$ cat src/rtl/hififo_tpc_wr_tlp.sv
// hififo_tpc_wr_tlp: turns one block-write request into a single 64-bit
// PCIe Memory Write (MWr64) TLP. The TLP is two header beats followed by
// sixteen payload qwords taken from a first-word-fall-through FIFO.
// Each request moves one 128-byte block, which is 32 DWs.
module hififo_tpc_wr_tlp (
    input  logic        clock,
    input  logic        pci_reset_n,
    // block write requests from the controller
    input  logic        wr_valid,
    output logic        wr_ready,
    input  logic [63:0] wr_addr,
    input  logic [15:0] requester_id,
    // payload source (first-word-fall-through)
    input  logic [63:0] fifo_data,
    input  logic        fifo_valid,
    output logic        fifo_ready,
    // TLP stream towards the link; the lower DW goes first
    output logic [63:0] tlp_data,
    output logic        tlp_valid,
    output logic        tlp_last,
    input  logic        tlp_ready,
    // completion reporting
    output logic        wr_done,
    output logic [31:0] packets_sent
);

    typedef enum logic [1:0] {
        IDLE = 2'd0,
        HDR0 = 2'd1,
        HDR1 = 2'd2,
        DATA = 2'd3
    } state_t;

    // 128-byte block = 32 DWs, carried as 16 payload qwords
    localparam logic [9:0] LEN_DW         = 10'd32;
    localparam logic [3:0] LAST_DATA_BEAT = 4'd15;

    state_t      state_q, state_d;
    logic [3:0]  beat_q, beat_d;
    logic [63:0] addr_q, addr_d;
    logic        wr_done_q, wr_done_d;
    logic [31:0] pkts_q, pkts_d;

    // High beat of the first header: {DW1, DW0}.
    // DW0 is the fixed MWr64 command word: fmt=011 (4DW header with data),
    // type=00000, TC/attr/TD/EP all zero, length = 32 DWs.
    // DW1 carries requester id, tag 0 and full byte enables.
    function automatic logic [63:0] hdr0_beat(input logic [15:0] rid);
        logic [31:0] dw0;
        logic [31:0] dw1;
        dw0 = {3'b011, 5'b00000, 1'b0, 3'b000, 4'b0000,
               1'b0, 1'b0, 2'b00, 2'b00, LEN_DW};
        dw1 = {rid, 8'h00, 4'hF, 4'hF};
        return {dw1, dw0};
    endfunction

    // Second header beat: {DW3, DW2} = {address low DW, address high DW}.
    // The latched address already has its seven low bits cleared.
    function automatic logic [63:0] hdr1_beat(input logic [63:0] addr);
        return {addr[31:0], addr[63:32]};
    endfunction

    // A stream beat moves only when the sink takes it; in DATA the beat also
    // needs a qword from the FIFO.
    logic hdr_xfer;
    logic data_xfer;
    logic last_xfer;

    assign hdr_xfer  = tlp_ready;
    assign data_xfer = fifo_valid && tlp_ready;
    assign last_xfer = data_xfer && (beat_q == LAST_DATA_BEAT);

    // Next-state logic: request acceptance, header sequencing, payload beat
    // counting and packet completion.
    always_comb begin
        state_d   = state_q;
        beat_d    = beat_q;
        addr_d    = addr_q;
        wr_done_d = 1'b0;
        pkts_d    = pkts_q;
        case (state_q)
            IDLE: begin
                if (wr_valid) begin
                    // block aligned: the seven low address bits are dropped
                    addr_d  = wr_addr & ~64'h7F;
                    beat_d  = 4'd0;
                    state_d = HDR0;
                end
            end
            HDR0: begin
                if (hdr_xfer) begin
                    state_d = HDR1;
                end
            end
            HDR1: begin
                if (hdr_xfer) begin
                    beat_d  = 4'd0;
                    state_d = DATA;
                end
            end
            DATA: begin
                if (data_xfer) begin
                    beat_d = beat_q + 4'd1;
                end
                if (last_xfer) begin
                    state_d   = IDLE;
                    wr_done_d = 1'b1;
                    pkts_d    = pkts_q + 32'd1;
                end
            end
            default: begin
                state_d = IDLE;
                beat_d  = 4'd0;
            end
        endcase
    end

    // Output decode: headers come from the latched address, payload passes
    // straight from the FIFO so a stalled beat is held by the FIFO itself.
    always_comb begin
        wr_ready   = 1'b0;
        fifo_ready = 1'b0;
        tlp_valid  = 1'b0;
        tlp_last   = 1'b0;
        tlp_data   = 64'd0;
        case (state_q)
            IDLE: begin
                wr_ready = 1'b1;
            end
            HDR0: begin
                tlp_valid = 1'b1;
                tlp_data  = hdr0_beat(requester_id);
            end
            HDR1: begin
                tlp_valid = 1'b1;
                tlp_data  = hdr1_beat(addr_q);
            end
            DATA: begin
                tlp_valid  = fifo_valid;
                fifo_ready = tlp_ready;
                tlp_data   = fifo_data;
                tlp_last   = (beat_q == LAST_DATA_BEAT);
            end
            default: begin
                wr_ready = 1'b0;
            end
        endcase
    end

    // State, counters and latched address, cleared by the synchronous reset.
    always_ff @(posedge clock) begin
        if (!pci_reset_n) begin
            state_q   <= IDLE;
            beat_q    <= 4'd0;
            addr_q    <= 64'd0;
            wr_done_q <= 1'b0;
            pkts_q    <= 32'd0;
        end else begin
            state_q   <= state_d;
            beat_q    <= beat_d;
            addr_q    <= addr_d;
            wr_done_q <= wr_done_d;
            pkts_q    <= pkts_d;
        end
    end

    assign wr_done      = wr_done_q;
    assign packets_sent = pkts_q;

endmodule

$ cat config.mk
export PLATFORM = sky130hd
export DESIGN_NAME = hififo_tpc_wr_tlp
export DESIGN_NICKNAME = d
export VERILOG_FILES = /design/src/rtl/hififo_tpc_wr_tlp.sv
export SDC_FILE = /design/constraint.sdc
export NUM_CORES = 1
export LEC_CHECK = 0
export ABC_AREA = 1
export CELL_PAD_IN_SITES_DETAIL_PLACEMENT = 0
export CELL_PAD_IN_SITES_GLOBAL_PLACEMENT = 1
export CORE_MARGIN = 4
export CORE_UTILIZATION = 29
export DETAILED_ROUTE_END_ITERATION = 6
export PLACE_DENSITY = 0.85
export SLEW_MARGIN = 20
export SYNTH_ARGS = -nofsm -noshare
export SYNTH_HDL_FRONTEND = slang
export SYNTH_SLANG_ARGS = --single-unit
$ cat constraint.sdc
create_clock -name clock -period 3.22 [get_ports clock]
set_clock_uncertainty 0.1 [all_clocks]
set_input_delay 0.322 -clock clock [delete_from_list [all_inputs] [get_ports clock]]
set_output_delay 0.322 -clock clock [all_outputs]
set_load 0.02 [all_outputs]
# After elaboration in Yosys (flattened, before gate mapping)
# Index checks and enable logic that the tools add are counted.
dict set report classes {
  bitwise 0
  n_shift 0
  n_lt_le_gt_ge 0
  mux 15
  div_mod_pow 0
  mul 0
  n_eq_ne 9
  reduce_logical 10
  n_addsub 2
}
# operator n
set op_table {}
lappend op_table {{case mux 64 bit (3 select lines)} 1}
lappend op_table {{adder 32 x 1 -> 32 bit, second input constant} 1}
lappend op_table {{two-way mux 4 bit} 3}
lappend op_table {{case mux 4 bit (3 select lines)} 1}
lappend op_table {{!= test 2 bit, second input constant} 5}
lappend op_table {{two-way mux 2 bit} 4}
lappend op_table {{case mux 2 bit (4 select lines)} 1}
lappend op_table {{AND reduction 4 bit} 2}
lappend op_table {{AND reduction 2 bit} 3}
lappend op_table {{adder 4 x 1 -> 4 bit, second input constant} 1}
lappend op_table {{equality test 2 bit, second input constant} 2}
lappend op_table {{equality test 4 bit, second input constant} 1}
lappend op_table {{two-way mux 1 bit} 4}
lappend op_table {{nonzero test 3 bit} 1}
lappend op_table {{equality test 2 x 1 -> 1 bit, second input constant} 1}
lappend op_table {{logical AND 1 bit} 2}
lappend op_table {{zero test 2 bit} 1}
lappend op_table {{case mux 1 bit (2 select lines)} 1}
lappend op_table {{OR reduction 2 bit} 1}
dict set report totals {
  n_memories 0
  ram_bits 0
  out_inout_bits 101
  romBits 0
  wordCells 41
  latch_bits 0
  ff_bits 96
}

# Depth between registers and ports, before layout
dict set report depth {
  ltp_word 4
  depth_mapped 10
}

# Least setup slack after synthesis
# No wires, ideal clock.
dict set report synth_path {
  path_type {register to output}
  start {reg state_q[1]}
  end {out tlp_data[11]}
  path_buffers 3
  arrival_ns 1.672
  setup_slack_ns 1.126
  stages_incl_launch_ff 7
  cell_sequence {dfxtp_1 ha_1 clkbuf_1 buf_2 buf_1 nand2_1 a21oi_1}
}
dict set report synth_via {
  elab_chain_len 2
  elab_cells_between_ends 4
  classes_between {eq/ne: 3; mux: 1}
}
# element line
set synth_rtl {}
lappend synth_rtl {{from (decl)} 38} ;# state_t state_q, state_d;
lappend synth_rtl {{from (signal assigned)} 159} ;# state_q <= state_d;
lappend synth_rtl {{equality test 2 bit or equality test 2 x 1 -> 1 bit (tied branches)} 126} ;# case (state_q)
lappend synth_rtl {{case mux 64 bit (3 select lines) (*)} 126}
lappend synth_rtl {{to (decl)} 18} ;# output logic [63:0] tlp_data,
# Mark *: on every way between the ends. The rest lies on a longest branch, timed or not.

# Final worst setup path
dict set report layout_path {
  start {reg state_q[0]}
  end {out tlp_data[59]}
}
# The elaborated chain is that of the path after synthesis.

==> out/metrics.cfg <==
[pwr]
comb_power_share_pct=47.2
power.density_mw_per_mm2=603
p_int_uw=2950
p_sw_share_pct=40.1
p_leak_uw=0.00318
pwr-share-seq_pct=30.7
p_clk_share_pct=22.2
p_switching_uw=1980
vdd_ir_drop_max_v=0.000302

[sta]
period_share_pct=90.1
max_freq_mhz=345
fin_crit_ns=2.90
tns_ns=0
setup_viol=0
setup_ws_ns=0.318
maxSlewViolCount=0
slew-limit-headroom_pct=53.9
worstMarginPinSlew_ns=0.692
hold_viol_final=0
holdWs_ns=0.374
rsz0062_at_grt=false

[cts]
post_cts_resized=0
clkTransAtPathRegs_ns=0.07
root_buffer=clkbuf_16
clock_latency_ns=0.34
htree_num_levels=3
cts_setup_buffers=0
cts_tree=built
clk_path_buf_depth=2
cts_sinks=96
numCtsBuffers=9
cts_hold_buf=0

[critical_path]
crit_fanout=40
path_class=flip-flop to output port
critPathArrivalTime_ns=2.48
startpoint_type=flip-flop
crit_required_ns=2.80
cp-end-kind=output port

[die]
die_area_mm2=0.0203
fp.dieW_um=143
num_io_pins=250
rows=48
die_y_um=143
start_util_pct=30.0
core-area_mm2=0.0175

[synth]
synth_seq_cells=96
synthCells=864
synth_area_leaders=dfxtp_1 (37%), nand2_1 (18%), nor2_1 (14%)
synth_fp_nets=1021
yosysTopAreaCellShare_pct=36.6
syn_area_mm2=0.00526
seq_area_frac_synth_pct=36.6
syn_avg_cell_area_um2=6.08
yosysTopAreaCell=dfxtp_1
post_synth_num_cell_types=30
yosysWarnings=0

[layout]
fin_cells=1310
area_growth_pct=55.7
nNetsFinal=1238
final_common_cell=nand2_1
final_cell_mix=nand2_1 (250), clkdlybuf4s50_1 (241), nor2_1 (193)
antennaDiodeCount=0
drive_gt1_share_pct=3.96

[route]
drc_errors=0
totalWireLength_um=18900
routedWlPerCell_um=14.4
via_per_inst=4.53
dr.pass1.iters=4
vias=5931
ant_nets=0
drt_iter0_markers=219

[global_route]
grt_max_degree=60
antenna_found_initial=2
overflow=0
grt_use_total_pct=17.9
grt_pass1_wl_um=29300
grt_pass1_vias=5633

[job]
cap_violations=0

[place]
routabilityCongestion=0.821
hpwlAfterDp_um=13600
place_ws_ns=0.648
port-buffer-count=242
dp.cells=1295

[outcome]
status=finished, final reports clean

[worst_hold_path]
hp-class=input port to flip-flop

## cell families (layout without fill, tap and decap cells)
group | after synthesis | after routing | synth area share, %
xor gates and xnor gates | 2 | 2 | 0.333
DFF | 96 | 96 | 36.6
and+or+nand+nor | 523 | 523 | 41.0
AOI/OAI and AO/OA | 121 | 121 | 11.6
adders and majority gates | 8 | 8 | 1.90
buffers and inverters | 114 | 335 | 8.59
## area by class of cell
cell class                 count  area [um2]
fill                        1836        9350
multi-input combinational    654        2890
timing repair buffer         251        2530
sequential                    96        1920
tap                          225         282
inverter                      69         259
clock buffer                  11         243
clock inverter                 4        53.8
## per-layer routing
metal  GRT usage [%]  wire length, um  up-vias
li1                -                -     3140
met1            22.8             8450     2575
met2            29.6             8570      183
met3            4.96             1470       29
met4            5.60              342        4
met5               0               29        -
## cells in the mapped netlist
cell type    n
nor3_1       6
and2_1       1
o21bai_1     1
nand4_1     11
nand2_4      1
buf_6        1
nand3_2      3
nor3b_2      1
buf_1        7
xor2_1       1
o21ai_1      2
o21ai_0     64
a21oi_1     51
clkbuf_1    28
inv_2        1
nor2_4       4
nand3b_1     5
a31oi_1      1
xnor2_1      1
nand2_2      4
inv_1       68
nor3_2       1
ha_1         8
nand3_1     42
dfxtp_1     96
nor2_1     193
nand2_1    251
o22ai_1      2
buf_2        7
buf_4        2
## power by group through the flow
stage / Combinational (uW) / Sequential [uW] / Clock [uW]
after floorplan: 1400 / 1520 / 0
after global placement: 2350 / 1530 / 0
after detailed placement: 2370 / 1540 / 0
after CTS: 2370 / 1510 / 1130
after global routing: 2600 / 1540 / 1180
final: 2330 / 1510 / 1090
## path summary, 6_finish.rpt
check / startpoint / end / slack, ns / cells after the start
worst max register to register: state_q[0]$_SDFFE_PN0P_ / packets_sent[27]$_SDFFE_PN0P_ / 0.89 / 10
worst max-delay path: state_q[0]$_SDFFE_PN0P_ / tlp_data[59] / 0.32 / 7
worst min-delay path: pci_reset_n / state_q[0]$_SDFFE_PN0P_ / 0.37 / 3
worst min register to register: addr_q[63]$_SDFFE_PN0P_ / addr_q[63]$_SDFFE_PN0P_ / 0.38 / 2
## state kept, by name (all words and copies together) (netlist names)
name / flops
beat_q: 4
addr_q: 57
packets_sent: 32
wr_done: 1
state_q: 2
## critical path: stages (launching register included)
cell and delay [ns]:
dfxtp_1 0.44, ha_2 0.52, buf_12 0.26, nand2_1 0.08, nand3_1 0.07, nand2_1 0.05, inv_1 0.07, clkdlybuf4s50_1 0.61
## stage by stage
| step | power [uW] | util (%) | cell area [um2] |
|---|---|---|---|
| after floorplan | 2920 | - | 5260 |
| final | 4930 | 46.7 | 8180 |
| after global routing | 5320 | 46.7 | 8180 |
| after detailed placement | 3910 | 45.0 | 7890 |
| after CTS | 5020 | 46.7 | 8180 |
| after global placement | 3880 | 45.0 | 7890 |
Power figures use the tool's default switching activity.
==> RTL edit 1 (same settings) <==
Reset style: asynchronous (`pci_reset_n`), changed in one clocked block. Comments in the files are not updated.
--- a/src/rtl/hififo_tpc_wr_tlp.sv
+++ b/src/rtl/hififo_tpc_wr_tlp.sv
@@ -148,7 +148,7 @@
     end
 
     // State, counters and latched address, cleared by the synchronous reset.
-    always_ff @(posedge clock) begin
+    always_ff @(posedge clock or negedge pci_reset_n) begin
         if (!pci_reset_n) begin
             state_q   <= IDLE;
             beat_q    <= 4'd0;
Formal check against the unedited RTL: differs if pci_reset_n is asserted again (counterexample within 4 cycles, from zero or initial values and one cycle with pci_reset_n low); with pci_reset_n held inactive, the same outputs for 10 cycles.
==> RTL edit 1 against the original RTL <==
  * Area after synthesis grew 2.9%
  * Setup slack lost 17 ps
  * Critical endpoint is now tlp_data[1]
  * Routed wire length shrank 6.5%
  * Largest power group unchanged
  * Critical path depth shrank 2
  * Largest cell class unchanged
  * Final area grew 2.5%
  * Non-clock buffer count grew 3
  * Sequential cell count is the same
  * Power grew 26%
==> RTL edit 1: results (changes against the original RTL) <==
- The run finished with clean final reports.
- The proportion of layout cells with a drive suffix above 1 is 10.4% (+6.5 points).
- The placer's final routability congestion estimate is 0.848 (+3.2%).
- The register-to-register path setup slack is 820 ps (-70 ps).
- The synthesized area per cell came to 7.96 um2 (+31%).
- The count of cells along the worst register-to-register path is 8 (-2).
- The maximum fanout along the worst path is 18 (-55%).
- The worst hold slack after final layout is 405 ps (+30.4 ps).
- The complex-gate fraction of the synthesized area is 4.65% (-7.0 points).
- The final HPWL from detailed placement is 13.4 mm (-1.5%).
- The hold buffer count at cts is 1 (+1).
- The number of DRC markers after the initial detailed-route iteration was 177 (-19%).
- The peak supply drop is 0.000347 V (+15%).
- The wire length on met3 was 1.22 mm (-17%).
- The count of vias placed by the detailed router is 5227 (-12%).
- The power drawn by the clock network is 0.00101 W (-7%).
- By area the synthesized netlist is led by sky130_fd_sc_hd__dfrtp_1, sky130_fd_sc_hd__nand2_1, sky130_fd_sc_hd__mux2_2.
- The met1 routing resource usage after global routing is 21.3% (-1.6 points).
- The post-synth net total is 836 (-18%).
- In the synthesized netlist, the cells that appear most often are sky130_fd_sc_hd__nand2_1, sky130_fd_sc_hd__dfrtp_1, sky130_fd_sc_hd__mux2_2.
- The number of placed instances with taps included came to 1131 (-13%).
- The overall global routing resource usage is 16.5% (-1.4 points).
- The mux contribution to synthesized area is 11.9% (+12 points).
- The register area share after synthesis came to 44.4% (+7.9 points).
- The share of synthesized flip-flops with an asynchronous set or reset came to 100% (+100 points).
- The met3 track demand over resource in global routing came to 3.87% (-1.1 points).
- Among all flip-flop cells after synthesis, the most frequent one is sky130_fd_sc_hd__dfrtp_1.
- The source of the worst hold timing path is addr_q[58]$_DFFE_PN0P_.
- The total wire length is 17.6 mm (-6.5%).
- The tightest min-delay check is of the flip-flop to flip-flop type.
- The instance area after placement is 0.00811 mm2 (+2.8%).
- The worst register-to-register path begins at state_q[0]$_DFFE_PN0P_.
- The leakage power total was 3.63 nW (+14%).
- In this run the critical register-to-register path is captured at packets_sent[25]$_DFFE_PN0P_.
- The largest net degree at the start of global routing is 53 (-12%).
RTL edit 1: changes by cell type after synthesis, moves of 4 or more:
| cell | delta |
|---|---|
| sky130_fd_sc_hd__nor2_1 | -149 |
| sky130_fd_sc_hd__nand3_1 | +5 |
| sky130_fd_sc_hd__dfxtp_1 | -96 |
| sky130_fd_sc_hd__xor2_1 | +6 |
| sky130_fd_sc_hd__dfrtp_1 | +96 |
| sky130_fd_sc_hd__nand2_2 | -4 |
| sky130_fd_sc_hd__mux2_2 | +57 |
| sky130_fd_sc_hd__inv_1 | -15 |
| sky130_fd_sc_hd__buf_2 | +4 |
| sky130_fd_sc_hd__xnor2_1 | +8 |
| sky130_fd_sc_hd__a21oi_1 | -9 |
| sky130_fd_sc_hd__o21ai_0 | -57 |
| sky130_fd_sc_hd__clkbuf_1 | -15 |
RTL edit 1: cell type report:
cell class                      instances  area (um2)  area share [%]
Tap cell                              229         287            3.41
Inverter                               54         203            2.42
Sequential cell                        96        2400            28.6
Timing Repair Buffer                  254        2550            30.4
Clock buffer                           10         229            2.73
Multi-Input combinational cell        499        2680            31.9
Clock inverter                          6        42.5           0.507
RTL edit 1: worst max-delay path by stage:
stage	start	endpoint	slack, ps	cells past startpoint
final	state_q[0]$_DFFE_PN0P_	tlp_data[1]	300	5
after global routing	state_q[0]$_DFFE_PN0P_	tlp_data[55]	150	6
after CTS	state_q[0]$_DFFE_PN0P_	tlp_data[1]	250	5
after detailed placement	state_q[0]$_DFFE_PN0P_	tlp_data[1]	650	5
after global placement	state_q[0]$_DFFE_PN0P_	tlp_data[2]	620	5
after floorplan	state_q[1]$_DFFE_PN0P_	tlp_data[11]	1160	6
==> RTL edit 2 (same flow settings) <==
Made on the original files. `LEN_DW`: 10'd32 -> 10'd31.
--- a/src/rtl/hififo_tpc_wr_tlp.sv
+++ b/src/rtl/hififo_tpc_wr_tlp.sv
@@ -32,7 +32,7 @@
     } state_t;
 
     // 128-byte block = 32 DWs, carried as 16 payload qwords
-    localparam logic [9:0] LEN_DW         = 10'd32;
+    localparam logic [9:0] LEN_DW         = 10'd31;
     localparam logic [3:0] LAST_DATA_BEAT = 4'd15;
 
     state_t      state_q, state_d;
Behaviour: not the same (a bounded check fails within 4 cycles, from zero or initial values and one cycle with pci_reset_n low).
==> RTL edit 2 against the original RTL <==
  * Power increased by 1.1%
  * Sequential cell count unchanged
  * Final area decreased by 0.21%
  * Area after synthesis increased by 0.50%
  * Cell count decreased by 0.46%
  * Die area increased by 0.47%
  * Routed wire length increased by 2.4%
  * Synthesized cell count decreased by 0.69%
  * Setup slack improved by 34 ps
  * Critical path type unchanged
  * Critical endpoint is now tlp_data[63]
  * Highest routed layer is now met4
==> RTL edit 2: results (changes against the original RTL) <==
- Sorting the synthesized cells by area gives the leading types as sky130_fd_sc_hd__dfxtp_1, sky130_fd_sc_hd__nand2_1, sky130_fd_sc_hd__nor2_1.
- The sequential cell fraction of total power is 30.4% (-0.3 points).
- The detailed-route wire length on metal 1 is 8.58 mm (+1.5%).
- The leakage power total is 3.18 nW (-0.14%).
- The synthesized area per cell is 6.16 um2 (+1.2%).
- The number of placed instances with taps included came to 1289 (-0.46%).
- The adder and majority cell fraction of the synthesized area is 1.89% (-0.0095 points).
- The first-pass GRT wire length is 30.1 mm (+2.5%).
- The uppermost layer routed is met4.
- The share of final layout cell area taken by clock buffers and inverters is 3.45% (-0.18 points).
- The instance area after placement came to 0.00789 mm2 (about the same).
- The setup slack of the critical path after layout is 352 ps (+34.0 ps).
- The mean number of vias per cell is 4.63 (+2.2%).
- The commonest cells after synthesis are sky130_fd_sc_hd__nand2_1, sky130_fd_sc_hd__nor2_1, sky130_fd_sc_hd__dfxtp_1.
- The worst max-slew margin expressed relative to the limit was 54.8% (+0.88 points).
- The arrival time at the worst endpoint is 2450 ps (-30 ps).
- The placer's final routability congestion estimate is 0.841 (+2.4%).
- The met1 routing resource usage after global routing came to 24.3% (+1.5 points).
- The largest net degree at the start of global routing was 58 (-3.3%).
- The overall die area was 0.0204 mm2 (+0.47%).
- The net load switching power is 0.00205 W (+3.9%).
- The proportion of layout cells with a drive suffix above 1 came to 4.00% (+0.037 points).
- The count of cells along the worst register-to-register path is 9 (-1).
- The global-route track usage on met2 is 30.2% (+0.64 points).
- The synthesized-area fraction occupied by xor and xnor cells is 0.829% (+0.50 points).
- The count of vias placed by the detailed router is 6031 (+1.7%).
- The filler cell count in the final layout was 1896 (+3.3%).
- The flow ran to the end, and the final reports show no timing, DRC or antenna violations.
- The post-synthesis to final-layout area growth is 54.6%.
- The path with the worst hold slack has its endpoint at addr_q[56]$_SDFFE_PN0P_.
- The overall global routing resource usage is 18.4% (+0.47 points).
- The multi-input gate area in the final layout is 0.00292 mm2 (+1.0%).
- The number of ordinary inverters in the final layout is 66 (-4.3%).
- The fraction of area in non-clock buffers is 30.7% (-0.24 points).
## RTL edit 2: changes by cell type after synthesis, moves of 3 or more
cell,before,now
sky130_fd_sc_hd__inv_1,68,65
sky130_fd_sc_hd__nor3b_1,0,3
sky130_fd_sc_hd__nand4_1,11,14
sky130_fd_sc_hd__nor2_1,193,190
sky130_fd_sc_hd__nand2_2,4,1
sky130_fd_sc_hd__buf_1,7,10
sky130_fd_sc_hd__clkbuf_1,28,32
sky130_fd_sc_hd__a21oi_1,51,45
sky130_fd_sc_hd__nand3_1,42,63
sky130_fd_sc_hd__nand2_1,251,223
## RTL edit 2: worst max-delay path: stages, from the launching register on
cell                              delay, ps
sky130_fd_sc_hd__dfxtp_1                350
sky130_fd_sc_hd__inv_1                  150
sky130_fd_sc_hd__ha_1                   620
sky130_fd_sc_hd__nand2_1                100
sky130_fd_sc_hd__nand3_1                110
sky130_fd_sc_hd__nand2_1                 80
sky130_fd_sc_hd__inv_1                   90
sky130_fd_sc_hd__clkdlybuf4s50_1        600
